### src/rtl/cordic_pkg.sv
// Shared constants, arctangent table and FSM state type for the iterative CORDIC cos/sin engine.
// All angle and magnitude constants are stored in Q2.22.
package cordic_pkg;

    localparam int WIDTH  = 24;
    localparam int FRAC   = 22;
    localparam int ATAN_N = 22;

    localparam logic [WIDTH-1:0] K_Q22   = 24'h26DD3B;
    localparam logic [WIDTH-1:0] ONE_Q22 = 24'h400000;

    // atan(2^-i) * 2^22, rounded to nearest
    localparam logic [WIDTH-1:0] ATAN [ATAN_N] = '{
        24'h3243F6, 24'h1DAC67, 24'h0FADBB, 24'h07F56F,
        24'h03FEAB, 24'h01FFD5, 24'h00FFFB, 24'h007FFF,
        24'h004000, 24'h002000, 24'h001000, 24'h000800,
        24'h000400, 24'h000200, 24'h000100, 24'h000080,
        24'h000040, 24'h000020, 24'h000010, 24'h000008,
        24'h000004, 24'h000002
    };

    typedef enum logic [1:0] {
        IDLE = 2'd0,
        RUN  = 2'd1,
        DONE = 2'd2
    } state_e;

endpackage

### src/rtl/cordic_step.sv
// One rotation-mode CORDIC micro-rotation, purely combinational.
// Direction follows the sign of the residual angle z.
module cordic_step
    import cordic_pkg::*;
#(
    parameter int IW     = WIDTH + 2,
    parameter int FRAC_W = FRAC,
    parameter int CW     = 5
) (
    input  logic signed [IW-1:0] x_i,
    input  logic signed [IW-1:0] y_i,
    input  logic signed [IW-1:0] z_i,
    input  logic        [CW-1:0] iter_i,
    output logic signed [IW-1:0] x_o,
    output logic signed [IW-1:0] y_o,
    output logic signed [IW-1:0] z_o
);

    logic signed [IW-1:0] x_sh;
    logic signed [IW-1:0] y_sh;
    logic signed [IW-1:0] atan_v;
    logic                 rot_pos;

    // NOTE: every output of a combinational block gets a value on every path, otherwise a latch is inferred.
    always_comb begin
        rot_pos = ~z_i[IW-1];
        x_sh    = x_i >>> iter_i;
        y_sh    = y_i >>> iter_i;
        // Table is Q22; rescale if the datapath carries fewer fraction bits
        atan_v  = IW'(ATAN[iter_i]) >>> (FRAC - FRAC_W);
        if (rot_pos) begin
            x_o = x_i - y_sh;
            y_o = y_i + x_sh;
            z_o = z_i - atan_v;
        end else begin
            x_o = x_i + y_sh;
            y_o = y_i - x_sh;
            z_o = z_i + atan_v;
        end
    end

endmodule

### src/rtl/cordic_cos_iter.sv
// Iterative CORDIC cos/sin engine: IDLE -> RUN (ITERATIONS cycles) -> DONE, gated by clk_en.
// Results register on leaving DONE and hold until the next operation completes.
module cordic_cos_iter #(
    parameter int WIDTH      = 24,
    parameter int FRAC       = 22,
    parameter int ITERATIONS = 16
) (
    input  logic             clk,
    input  logic             reset_n,
    input  logic             clk_en,
    input  logic             start,
    input  logic [WIDTH-1:0] angle_in,
    output logic             busy,
    output logic             done,
    output logic [WIDTH-1:0] cos_out,
    output logic [WIDTH-1:0] sin_out
);

    import cordic_pkg::*;

    localparam int IW = WIDTH + 2;
    localparam int CW = 5;
    localparam logic [CW-1:0] LAST_ITER = CW'(ITERATIONS - 1);
    localparam logic signed [IW-1:0] K_INIT = IW'(K_Q22) >>> (cordic_pkg::FRAC - FRAC);

    state_e               state_q, state_d;
    logic [CW-1:0]        iter_q, iter_d;
    logic signed [IW-1:0] x_q, x_d, y_q, y_d, z_q, z_d;
    logic signed [IW-1:0] x_step, y_step, z_step;
    logic [WIDTH-1:0]     cos_q, cos_d, sin_q, sin_d;
    logic                 done_q, done_d;

    cordic_step #(
        .IW     (IW),
        .FRAC_W (FRAC),
        .CW     (CW)
    ) u_step (
        .x_i    (x_q),
        .y_i    (y_q),
        .z_i    (z_q),
        .iter_i (iter_q),
        .x_o    (x_step),
        .y_o    (y_step),
        .z_o    (z_step)
    );

    always_comb begin
        state_d = state_q;
        iter_d  = iter_q;
        x_d     = x_q;
        y_d     = y_q;
        z_d     = z_q;
        cos_d   = cos_q;
        sin_d   = sin_q;
        done_d  = 1'b0;
        unique case (state_q)
            IDLE: begin
                // The cycle showing done still counts as the tail of the previous operation
                if (start && !done_q) begin
                    x_d     = K_INIT;
                    y_d     = '0;
                    z_d     = {{(IW-WIDTH){angle_in[WIDTH-1]}}, angle_in};
                    iter_d  = '0;
                    state_d = RUN;
                end
            end
            RUN: begin
                x_d    = x_step;
                y_d    = y_step;
                z_d    = z_step;
                iter_d = iter_q + 1'b1;
                if (iter_q == LAST_ITER) state_d = DONE;
            end
            DONE: begin
                cos_d   = x_q[WIDTH-1:0];
                sin_d   = y_q[WIDTH-1:0];
                done_d  = 1'b1;
                state_d = IDLE;
            end
            default: state_d = IDLE;
        endcase
    end

    // NOTE: sequential state uses non-blocking assignments so every register samples pre-edge values.
    always_ff @(posedge clk) begin
        if (!reset_n) begin
            state_q <= IDLE;
            iter_q  <= '0;
            cos_q   <= '0;
            sin_q   <= '0;
            done_q  <= 1'b0;
        end else if (clk_en) begin
            state_q <= state_d;
            iter_q  <= iter_d;
            cos_q   <= cos_d;
            sin_q   <= sin_d;
            done_q  <= done_d;
        end
    end

    // NOTE: the x/y/z working registers are always loaded before use, so they carry no reset.
    always_ff @(posedge clk) begin
        if (clk_en) begin
            x_q <= x_d;
            y_q <= y_d;
            z_q <= z_d;
        end
    end

    assign busy    = (state_q == RUN);
    assign done    = done_q;
    assign cos_out = cos_q;
    assign sin_out = sin_q;

endmodule

### config.mk
export PLATFORM = sky130hd
export DESIGN_NAME = cordic_cos_iter
export DESIGN_NICKNAME = d
export VERILOG_FILES = /design/src/rtl/cordic_pkg.sv /design/src/rtl/cordic_step.sv /design/src/rtl/cordic_cos_iter.sv
export SDC_FILE = /design/constraint.sdc
export NUM_CORES = 1
export LEC_CHECK = 0
export BUFFER_PORTS_ARGS = -buffer_cell sky130_fd_sc_hd__buf_4
export CAP_MARGIN = 20
export CORE_MARGIN = 3
export CORE_UTILIZATION = 55
export DETAILED_ROUTE_END_ITERATION = 10
export MAX_ROUTING_LAYER = met4
export PLACE_DENSITY_LB_ADDON = 0.3
export SYNTH_ARGS = -nofsm -noshare
export SYNTH_HDL_FRONTEND = slang
export SYNTH_SLANG_ARGS = --single-unit
export TNS_END_PERCENT = 100
### constraint.sdc
create_clock -name clk -period 6.95 [get_ports clk]
set_clock_uncertainty 0.05 [all_clocks]
set_input_delay 1.7375 -clock clk [delete_from_list [all_inputs] [get_ports clk]]
set_output_delay 1.7375 -clock clk [all_outputs]
set_load 0.02 [all_outputs]
### Word level (Yosys, flattened, before mapping)

Memory sizes are Yosys's and may differ from the RTL's.
Cells that the tools add are included.

| cells by class | value |
|---|---|
| add/subtract/negate cells | 7 |
| $lt $le $gt $ge | 1 |
| eq/ne operators | 5 |
| shift operators | 2 |
| multiplexer cells | 17 |
| bitwise logic cells | 1 |
| reduce and logical (&&, ||, !) cells | 7 |

Operators by type and width:

| kind | number |
|---|---|
| 26-bit 2-to-1 mux | 6 |
| 26-bit one-hot mux with 2 select lines | 3 |
| 26-bit adder | 2 |
| 26-bit by 5-bit >>> shifter with 26-bit output | 2 |
| 26-bit subtractor | 2 |
| 24-bit 2-to-1 mux | 2 |
| 26-bit by 25-bit adder with 26-bit output | 1 |
| 26-bit by 25-bit subtractor with 26-bit output | 1 |
| 5-bit one-hot mux with 2 select lines | 1 |
| 6-bit greater-or-equal comparator (second input constant) | 1 |
| 5-bit inverter with 6-bit output | 1 |
| 3-bit AND reduction | 2 |
| 5-bit by 1-bit adder with 5-bit output (second input constant) | 1 |
| 5-bit by 4-bit equality test with 1-bit output (second input constant) | 1 |
| 5-bit 2-to-1 mux | 1 |
| 2-bit 2-to-1 mux | 2 |
| 2-bit one-hot mux with 2 select lines | 1 |
| 2-bit by 1-bit equality test with 1-bit output (second input constant) | 1 |
| 2-bit equality test (second input constant) | 1 |
| 2-bit logical NOT | 1 |
| 2-bit by 1-bit != test with 1-bit output (second input constant) | 1 |
| 2-bit != test (second input constant) | 1 |
| 2-bit AND reduction | 1 |
| 2-bit nonzero test | 1 |
| other kinds (3) | 3 |

| word-level totals | value |
|---|---|
| bits in registers | 134 |
| ROM bits | 768 |
| input bits | 28 |
| output and inout bits | 50 |
| logic and storage cells | 49 |
| memories | 1 |

Memory list:

| name | words | width | read ports | clocked after memory_dff | write ports | RTL line | RTL |
|---|---|---|---|---|---|---|---|
| (no name shown) | 32 | 24 | 1 | 0 | 0 | cordic_step.sv:30 | `atan_v = IW'(ATAN[iter_i]) >>> (FRAC - FRAC_W);` |

### Depth between registers and ports, before layout

Gate-level depths: netlist of run 1.

| logic depth | value |
|---|---|
| depth in word-level cells | 7 |
| gate-level depth with buffers | 24 |
| gate-level depth less buffers | 21 |

### Modules after synthesis

From an unflattened synthesis of run 1, not the netlist that was laid out.

| second synthesis, totals | value |
|---|---|
| cell total of the unflattened synthesis | 1583 |
| area, all modules | 14009.7 µm² |

Modules (own cells, without submodules):

| module | times used | cells an instance | area each (µm²) | sequential area each (µm²) |
|---|---|---|---|---|
| cordic_step | 1 | 1158 | 8803.4 | 0.0 |
| cordic_cos_iter | 1 | 425 | 5206.2 | 3463.3 |

### Worst setup path before layout of run 1

OpenSTA, ideal clock, no wires.

| path | value |
|---|---|
| path kind | reg2reg |
| from | reg iter_q[1] |
| to | reg x_q[23] (data pin) |
| setup time | 0.266 ns |
| data arrival time | 4.868 ns |
| data required time | 6.634 ns |
| path slack | 1.766 ns |
| cell stages (with the launch flop) | 24 |
| path buffers | 4 |
| period minus slack after synthesis | 5.184 ns |
| cells stage by stage | dfxtp_1 > buf_6 > buf_4 > buf_2 > buf_1 > mux4_2 > a22oi_1 > o21ai_1 > a21oi_1 > ha_1 > nand2_1 > nor3_1 > a21oi_1 > xnor2_1 > ha_1 > a21oi_1 > o21ai_0 > a2111oi_0 > nor2_1 > a311o_1 > a31oi_1 > o21bai_1 > xnor2_1 > nor2_1 |

| between the ends | value |
|---|---|
| longest elaborated chain between the ends | 4 |
| elaborated cells on any way between the ends | 5 |
| classes of those cells | 2 x add/sub; 1 x shift; 2 x mux |

Ends and longest elaborated chain:

| item | RTL line | RTL |
|---|---|---|
| start: declaration | cordic_cos_iter.sv:27 | `logic [CW-1:0] iter_q, iter_d;` |
| start signal: assignment | cordic_cos_iter.sv:94 | `iter_q <= iter_d;` |
| 26-bit by 5-bit >>> shifter with 26-bit output * | cordic_step.sv:28 | `y_sh = y_i >>> iter_i;` |
| 26-bit subtractor or 26-bit adder (tied branches) | cordic_step.sv:32, cordic_step.sv:36 |  |
| 26-bit 2-to-1 mux * | cordic_step.sv:31 | `if (rot_pos) begin` |
| 26-bit one-hot mux with 2 select lines * | cordic_cos_iter.sv:56 | `unique case (state_q)` |
| end signal: assignment | cordic_cos_iter.sv:104 | `x_q <= x_d;` |
| end: declaration | cordic_cos_iter.sv:28 | `logic signed [IW-1:0] x_q, x_d, y_q, y_d, z_q, z_d;` |

Every way passes the cells marked *; elsewhere a longest branch is shown, timed or not.
A chain may end at the register's enable or synchronous reset.

### Worst setup path in the final report of run 1

Same ends and word-level chain as after synthesis.

==> results of run 1 <==
worst min path at each step:
stage | start | end | slack [ps] | cells past startpoint
2_1_floorplan | state_q[0] | state_q[1] | 450 | 2
5_1_grt | cos_out[1] | cos_out[1] | 430 | 2
3_3_place_gp | cos_out[5] | cos_out[5] | 400 | 2
4_1_cts | cos_out[7] | cos_out[7] | 420 | 2
3_5_place_dp | sin_out[5] | sin_out[5] | 410 | 2
6_report | cos_out[7] | cos_out[7] | 410 | 2
cell type report:
type / instances / share of cell area [%]
Multi-Input combinational cell: 1324 / 64.1
Sequential cell: 134 / 23.0
Timing Repair Buffer: 103 / 5.38
Clock buffer: 17 / 2.82
Tap cell: 324 / 2.69
Clock inverter: 15 / 1.05
Inverter: 37 / 0.922
power groups by stage:
stage / combinational, uW / sequential, uW / clock [uW]
2_1_floorplan: 1110 / 969 / 0
3_3_place_gp: 1330 / 1030 / 0
3_5_place_dp: 1360 / 1030 / 0
4_1_cts: 1370 / 1010 / 937
5_1_grt: 1550 / 1020 / 972
6_report: 1390 / 1020 / 924
cells in the final DEF, fill, tap and decap left out, types with 48 or more instances in the layout:
cell type / n
edfxtp_1: 78
ha_1: 91
a21boi_0: 53
nor2_1: 109
dfxtp_1: 53
a21oi_1: 112
xnor2_1: 61
nand2_1: 231
mux4_2: 48
xor2_1: 53
buf_4: 100
o21ai_0: 86
metrics by stage:
step           cells  setup slack [ps]  util (%)
4_1_cts         1954               722      61.8
3_3_place_gp    1922              1110      59.4
6_report        1954               573      61.8
2_1_floorplan   1584              1770         -
3_5_place_dp    1922               773      59.4
5_1_grt         1954               110      61.8
layer usage:
metal	global-route usage [%]	vias to the layer above	part of all wire, %
met5	-	-	0
met4	10.1	0	3.3
met3	4.16	93	7.2
met2	50.3	564	47
met1	40.4	5911	43
li1	-	5951	-
logic make-up after synthesis:
| group | after synthesis | synth area share (%) |
|---|---|---|
| mux | 112 | 13.1 |
| simple gates | 545 | 18.9 |
| buf+inv | 126 | 4.05 |
| compound gates | 459 | 22.5 |
| xor+xnor | 114 | 7.31 |
| fa+ha+maj | 94 | 8.77 |
| flops | 134 | 25.3 |
sequential cells by signal, summed over array words and instances, names as in the netlist:
register and flops:
x_q 26, y_q 26, z_q 26, cos_out 24
sin_out 24, iter_q 5, state_q 2, done 1
worst register-to-register path, stage by stage, from the launching register on:
cell,delay [ps]
dfxtp_4,790
buf_12,340
mux2_2,400
a222oi_1,430
o21ai_1,110
a21oi_1,320
ha_1,270
nand2_1,110
nor3_1,340
a21oi_1,130
xnor2_1,150
ha_1,390
a21oi_1,160
o21ai_0,170
a2111oi_0,740
nor2_1,240
a311o_1,410
a31oi_1,260
o21bai_1,110
xnor2_1,140
nor2_1,50
==> impl_metrics.tcl, run 1 <==
set metrics [dict create \
    p_int_uw 2000 \
    p_sw_share_pct 39.9 \
    cts_tree "built" \
    synth.distinct_cells 89 \
    synth_most_common_cell "nand2_1" \
    syn2layout_area_growth_pct 10.2 \
    synth_area_leader_cell "edfxtp_1" \
    postCtsHoldBufs 0 \
    place_area_sq_um 14500 \
    fmax_ghz 0.157 \
    tightest_slew_ps 901 \
    critPathTopFamily "compound AO/OA/AOI/OAI gates" \
    startpoint_type "register" \
    ir_drop_mv 0.154 \
    fp-row-count 57 \
    place.gp.congestion 1.01 \
    cts_resized 0 \
    drive_gt1_share_pct 14.8 \
    p_leak_uw 0.00581 \
    synth-seq-cells 134 \
    clk_pin_slew_ps 70 \
    worstPathMaxFanout 50 \
    synth-seq-area-share_pct 25.3 \
    synth_top_area_share_pct 17.1 \
    syn-mean-instance-area_sq_um 8.63 \
    multiInputGateArea_sq_um 9650 \
    cp-end-kind "register" \
    fin_crit_sh_pct 91.8 \
    drt_drc_violations_left 0 \
    crit_buf_inv 1 \
    finalCriticalPeriod_ps 6380 \
    first_pass_iters 5 \
    async_reset_ff_share_pct 0 \
    hold_path.class "reg2reg" \
    fp.dieH_um 164 \
    stdcell_area_sq_um 15100 \
    switchingPower_uw 1330 \
    wirelength_um 40200 \
    cts_setup_buffers 0 \
    drv_slew 0 \
    rrSetupSlack_ps 570 \
    clockBufferDepth 2 \
    pwr-share-comb_pct 41.6 \
    status "finished clean" \
    synth_nets 1706 \
    synth_common_cells "nand2_1 (231), a21oi_1 (112), nor2_1 (109)" \
    cp-endpoint "x_q[23]" \
    maxSlewHeadroom_pct 39.7 \
    p_seq_share_pct 30.6 \
    synth_edf_count 78 \
    critical_path_arrival_ps 6510 \
    p_total_uw 3330 \
    grt_pass1_wl_um 64500 \
    htree_num_levels 4 \
    overflow 0 \
    grt_max_degree 67 \
    ios 78 \
    path_cells "buf_12, mux2_2, a222oi_1, o21ai_1, a21oi_1, ha_1, nand2_1, nor3_1, a21oi_1, xnor2_1, ha_1, a21oi_1, o21ai_0, a2111oi_0, nor2_1, a311o_1, a31oi_1, o21bai_1, xnor2_1, nor2_1" \
    setup_tns_ps 0 \
    clock_latency_ps 440 \
    clkPwrFrac_pct 27.7 \
    root_buffer "clkbuf_16" \
    fin_nets 1739 \
    start_util_pct 56.0 \
    synthFlopType "edfxtp_1" \
    fp.dieArea_sq_um 26800 \
    reg2reg_from "iter_q[1]" \
    rr_endpoint "x_q[23]" \
    grt.total_usage_pct 31.1 \
    path_depth 20 \
    antenna_found_initial 0 \
    grt_pass1_vias 11900 \
    cap_viol_max_count 0 \
    cts_buffers 17 \
    cp.required_ps 7080 \
    max_stage_delay_ps 790 \
    power-per-cell-area_nw_per_um2 221 \
    drt_iter0_drc 1348 \
    dp_hpwl_um 29200 \
    synthCells 1584 \
    ant_nets 0 \
    crit_start "iter_q[1]" \
    synth.area.top_cells "edfxtp_1 (17%), ha_1 (8.3%), dfxtp_1 (8.2%)" \
    core_area_sq_um 24400 \
    ys_warn_count 0 \
    nFillCells 2186 \
    clkSinkCount 134 \
    hold_violations 0 \
    syn_area_sq_um 13700 \
    worstSetupPathType "reg2reg" \
    wl_per_cell_um 20.6 \
    io_buffer_count 77 \
    setup_violations 0 \
    slowest_stage "dfxtp_4" \
    whs_ps 412 \
    n_antenna_cell 0 \
    routed-via-count 12500 \
    ff_latch_area_sq_um 3470 \
    crit_top_cell "a21oi_1" \
    viasPerCell 6.41 \
    reg2reg_depth 20 \
    dieWidth_um 164 \
    rsz0062_at_grt "no" \
]
Power figures use the tool's default switching activity.
==> run 2, diff against run 1 <==
Settings changed: CORE_UTILIZATION 55 to 60.
==> run 2 against run 1 <==
  * Sequential share of layout area grew 0.18 points
  * Total power is 0.85% lower
  * Sequential power is essentially flat
  * Routed wire length shrank 1.8%
  * Largest cell class unchanged
  * Cell area fell by 0.78%
  * First-iteration DRC count up 27%
  * Combinational power about the same
  * Maximum frequency grew 0.95%
==> impl_metrics.tcl, run 2 (synthesized netlist as in run 1, its figures left out) <==
set metrics [dict create \
    status "finished clean" \
    antenna_found_initial 0 \
    overflow 0 \
    routed-via-count 12800 \
    setup_tns_ps 0 \
    rsz0062_at_grt "no" \
    fin_crit_sh_pct 90.9 \
    p_leak_uw 0.00578 \
    ant_nets 0 \
    n_antenna_cell 0 \
    postCtsHoldBufs 0 \
    grt.total_usage_pct 32.7 \
    first_pass_iters 6 \
    cts_tree "built" \
    fp.dieH_um 157 \
    syn2layout_area_growth_pct 9.36 \
    met2_usage_pct 52.2 \
    drt_drc_violations_left 0 \
    clock_latency_ps 440 \
    drv_slew 0 \
    critical_path_arrival_ps 6430 \
    dp_hpwl_um 29000 \
    ir_drop_mv 0.131 \
    dieWidth_um 157 \
    clockBufferDepth 2 \
    startpoint_type "register" \
    rrSetupSlack_ps 630 \
    setup_violations 0 \
    drive_gt1_share_pct 14.7 \
    p_int_uw 1990 \
    reg_top3 "x_q x26, y_q x26, z_q x26" \
    wl_per_cell_um 20.7 \
    worstSetupPathType "reg2reg" \
    use_met3_pct 5.44 \
    hold_start "sin_out[3]" \
    drt_iter0_drc 1712 \
    p_seq_share_pct 31.0 \
    clk_pin_slew_ps 70 \
    grt_pass1_vias 12200 \
    maxSlewHeadroom_pct 33.7 \
    hold_path.class "reg2reg" \
    root_buffer "clkbuf_16" \
    tightest_slew_ps 994 \
    hold_depth 2 \
    power-per-cell-area_nw_per_um2 221 \
    fp.dieArea_sq_um 24600 \
    cp-end-kind "register" \
    worstPathMaxFanout 57 \
    ios 78 \
    viasPerCell 6.71 \
    finalCriticalPeriod_ps 6320 \
    reg2reg_depth 19 \
    fp-row-count 54 \
    cp.required_ps 7060 \
    p_sw_share_pct 39.7 \
    core_area_sq_um 22100 \
    dpl_worst_slack_ps 772 \
    gr-usage-met1_pct 42.7 \
    pwr-share-comb_pct 42.0 \
    cts_setup_buffers 0 \
    rr_endpoint "x_q[23]" \
    fin_nets 1737 \
    final_common_cell "nand2_1" \
    hold_violations 0 \
    busiest_layer "met2" \
    wirelength_um 39500 \
    cap_viol_max_count 0 \
    grt_pass1_wl_um 62900 \
    htree_num_levels 4 \
    place.gp.congestion 1.04 \
    cts_resized 0 \
    reg2reg_from "iter_q[1]" \
    layout_setup_ws_ps 632 \
    whs_ps 413 \
    start_util_pct 61.9 \
    clkSinkCount 134 \
    clkPwrFrac_pct 27.1 \
    cts_buffers 17 \
    final_cell_mix "nand2_1 (231), a21oi_1 (112), nor2_1 (109), buf_4 (100), ha_1 (91)" \
    switchingPower_uw 1310 \
    io_buffer_count 77 \
    worstHoldEndpoint "sin_out[3]" \
    fmax_ghz 0.158 \
    grt_max_degree 79 \
]
run 2: cell count changes in the layout (fill, tap and decap cells not counted):
cell      change
inv_8         -4
clkinv_4      +3
buf_12        -2
inv_4         +2
clkinv_8      -1
run 2: through the flow:
stage,instance area [sq um],std cells,power (uW),utilization [%]
3_5_place_dp,14400,1876,2390,65.1
6_report,14900,1908,3300,67.7
3_3_place_gp,14400,1875,2350,65.1
4_1_cts,14900,1908,3280,67.7
2_1_floorplan,13700,1584,2080,-
5_1_grt,14900,1908,3490,67.7
run 2: worst max path at each step:
stage / start / endpoint / slack, ps / cells past startpoint
2_1_floorplan: iter_q[1] / x_q[23] / 1770 / 23
3_5_place_dp: iter_q[1] / x_q[23] / 770 / 19
3_3_place_gp: iter_q[1] / x_q[23] / 980 / 19
6_report: iter_q[1] / x_q[23] / 630 / 19
4_1_cts: iter_q[1] / x_q[23] / 740 / 19
5_1_grt: iter_q[1] / x_q[25] / 140 / 19
run 2: layout make-up:
type,count,area [sq um]
flip-flops and latches,134,3470
clock inverters,15,135
well taps,280,350
inverters,37,139
fillers,1807,7150
repair buffers,101,771
multi-input cells,1324,9650
clock buffers,17,425
run 2: critical path, cell delays in order (launching register included):
cell	delay (ps)
dfxtp_4	820
mux4_2	600
a222oi_1	520
o21ai_1	100
a21oi_1	310
ha_1	260
nand2_1	120
nor3_1	350
a21oi_1	150
xnor2_1	150
ha_1	390
a21oi_1	150
o21ai_0	150
a2111oi_0	740
nor2_1	230
a311o_1	400
a31oi_1	230
o21bai_1	100
xnor2_1	130
nor2_1	50
run 2: per-layer routing:
layer	share of wire (%)	vias to the layer above
met3	9.9	106
met4	3.0	0
met1	40	6087
li1	-	5934
met2	47	683
met5	0	-
run 2: power by group through the flow:
stage	Combinational [uW]	Clock [uW]	Sequential (uW)
finish	1390	894	1020
global route	1530	936	1030
CTS	1370	897	1020
detailed placement	1360	0	1030
global placement	1320	0	1030
floorplan	1110	0	969
==> run 3, diff against run 2 <==
Settings changed: SYNTH_HIERARCHICAL set to 1.
==> run 3 against run 2 <==
  * Core utilization down 0.67 points
  * Final cell count up 1.8%
  * Worst setup slack better by 32 ps
  * Largest cell class unchanged
  * Area after synthesis up 2.5%
  * Global-route usage down 0.89 points
  * Non-clock buffer count up 5
  * Combinational power about the same
  * Register-to-register slack better by 30 ps
  * Maximum frequency up 0.52%
  * Critical endpoint is now z_q[24]
==> impl_metrics.tcl, run 3 <==
set metrics [dict create \
    cts_buffers 17 \
    synth_common_cells "nand2_1 (188), a21oi_1 (108), nor2_1 (106)" \
    maxSlewHeadroom_pct 27.2 \
    ff_latch_area_sq_um 3470 \
    drive_gt1_share_pct 15.6 \
    routed-via-count 12700 \
    clock_latency_ps 440 \
    cts_tree "built" \
    whs_ps 401 \
    clk_pin_slew_ps 70 \
    synth.area.top_cells "edfxtp_1 (17%), ha_1 (8.0%), dfxtp_1 (8.0%)" \
    worstPathMaxFanout 33 \
    drt_iter0_drc 1330 \
    drv_slew 0 \
    slowest_stage "dfxtp_2" \
    async_reset_ff_share_pct 0 \
    ios 78 \
    synth_most_common_cell "nand2_1" \
    p_leak_uw 0.00599 \
    grt_pass1_wl_um 63500 \
    synth_nets 1704 \
    first_pass_iters 6 \
    nFillCells 1859 \
    syn-mean-instance-area_sq_um 8.85 \
    ys_warn_count 6 \
    drt_drc_violations_left 0 \
    fp-row-count 55 \
    wl_per_cell_um 20.6 \
    synth_edf_count 78 \
    start_util_pct 61.5 \
    final_common_cell "nand2_1" \
    dieWidth_um 159 \
    power-per-cell-area_nw_per_um2 220 \
    syn2layout_area_growth_pct 8.91 \
    final_cell_mix "nand2_1 (188), a21oi_1 (108), nor2_1 (106), buf_4 (106), ha_1 (90)" \
    synthCells 1583 \
    critical_path_arrival_ps 6410 \
    rsz0062_at_grt "no" \
    root_buffer "clkbuf_16" \
    fin_crit_sh_pct 90.4 \
    reg_top3 "x_q x26, y_q x26, z_q x26" \
    cts_setup_buffers 0 \
    worstSetupPathType "reg2reg" \
    startpoint_type "register" \
    ant_nets 0 \
    io_buffer_count 77 \
    crit_top_cell "a21oi_1" \
    n_antenna_cell 0 \
    fmax_ghz 0.159 \
    synth_top_area_share_pct 16.7 \
    max_stage_delay_ps 800 \
    grt_pass1_vias 12000 \
    fp.dieH_um 159 \
    core_area_sq_um 22800 \
    multiInputGateArea_sq_um 9880 \
    path_cells "inv_2, ha_1, a21oi_1, inv_1, ha_1, nor2_1, a21oi_1, fa_1, a211o_1, a2111oi_0, o21ba_2, a211oi_1, o2111ai_1, a21oi_1, a2111o_1, a21oi_1, xnor2_1, nand2_1, nand2_1" \
    hold_violations 0 \
    antenna_found_initial 0 \
    postCtsHoldBufs 0 \
    cp-end-kind "register" \
    finalCriticalPeriod_ps 6290 \
    place.gp.congestion 0.995 \
    fin_nets 1737 \
    syn_area_sq_um 14000 \
    synth-seq-area-share_pct 24.7 \
    clkSinkCount 134 \
    htree_num_levels 4 \
    synth_area_leader_cell "edfxtp_1" \
    viasPerCell 6.55 \
    hold_path.class "reg2reg" \
    rrSetupSlack_ps 660 \
    setup_violations 0 \
    cp.required_ps 7070 \
    overflow 0 \
    grt.total_usage_pct 31.8 \
    setup_tns_ps 0 \
    wirelength_um 40000 \
    cts_resized 0 \
    clockBufferDepth 2 \
    synth.distinct_cells 102 \
    synth-seq-cells 134 \
    dp_hpwl_um 29000 \
    grt_max_degree 80 \
    ir_drop_mv 0.154 \
    status "finished clean" \
    synthFlopType "edfxtp_1" \
    fp.dieArea_sq_um 25200 \
    tightest_slew_ps 1090 \
    cap_viol_max_count 0 \
]
-- run 3: changes by cell type after synthesis, sizes merged, moves of 9 or more --
cell and change:
xnor2 +22, nand3 +12, and2 +37, xor2 -9
mux2i +20, or3 +14, mux2 +11, o21ai -23
nor3 -16, nand2b -18, nand2 -43
-- run 3: per-layer routing --
layer | GRT usage (%) | share of wire (%) | vias up
met5 | - | 0 | -
met4 | 12.6 | 4.2 | 0
met1 | 42.3 | 42 | 5998
met2 | 47.9 | 44 | 666
met3 | 6.63 | 9.5 | 117
li1 | - | - | 5930
-- run 3: stage by stage --
step                area (sq um)  setup WS (ps)  util, %  std cells  total power (uW)
floorplan                  14000           1280        -       1583              2120
global placement           14700            866     64.4       1910              2390
detailed placement         14700            748     64.4       1910              2420
CTS                        15300            694     67.0       1942              3340
global route               15300            166     67.0       1942              3560
finish                     15300            665     67.0       1942              3360
-- run 3: worst paths after layout --
| path | start | endpoint | depth (start not counted) |
|---|---|---|---|
| worst min-delay path | cos_out[5] | cos_out[5] | 2 |
| worst min register to register | cos_out[5] | cos_out[5] | 2 |
| worst max-delay path | iter_q[1] | z_q[24] | 19 |
| worst max register to register | iter_q[1] | z_q[24] | 19 |
-- run 3: area by class of cell --
class	instances	share of cell area, %
tap	313	2.57
clock buffer	20	3.14
clock inverter	12	0.705
sequential	134	22.8
multi-input combinational	1322	64.8
timing repair buffer	106	5.22
inverter	35	0.861
-- run 3: critical path, delay by kind of cell (launching register included) --
kind / cells / cell delay, ps
AO/OA/AOI/OAI: 10 / 2970
adder cells (fa/ha/maj): 3 / 1260
flip-flops: 1 / 800
buffers and inverters: 2 / 630
AND/OR/NAND/NOR: 3 / 220
XOR/XNOR: 1 / 80
-- run 3: cell families after synthesis --
logic type      Yosys count  synth area share, %
simple gates            520                 18.4
compound gates          447                 21.6
mux                     135                 14.0
buf+inv                 127                 4.82
fa+ha+maj                93                 8.47
xor+xnor                127                 7.99
flops                   134                 24.7
-- run 3: report_power, final --
group | total [uW] | internal (uW) | switching, uW
sequential | 1020 | 915 | 103
combinational | 1420 | 664 | 761
clock | 920 | 511 | 408
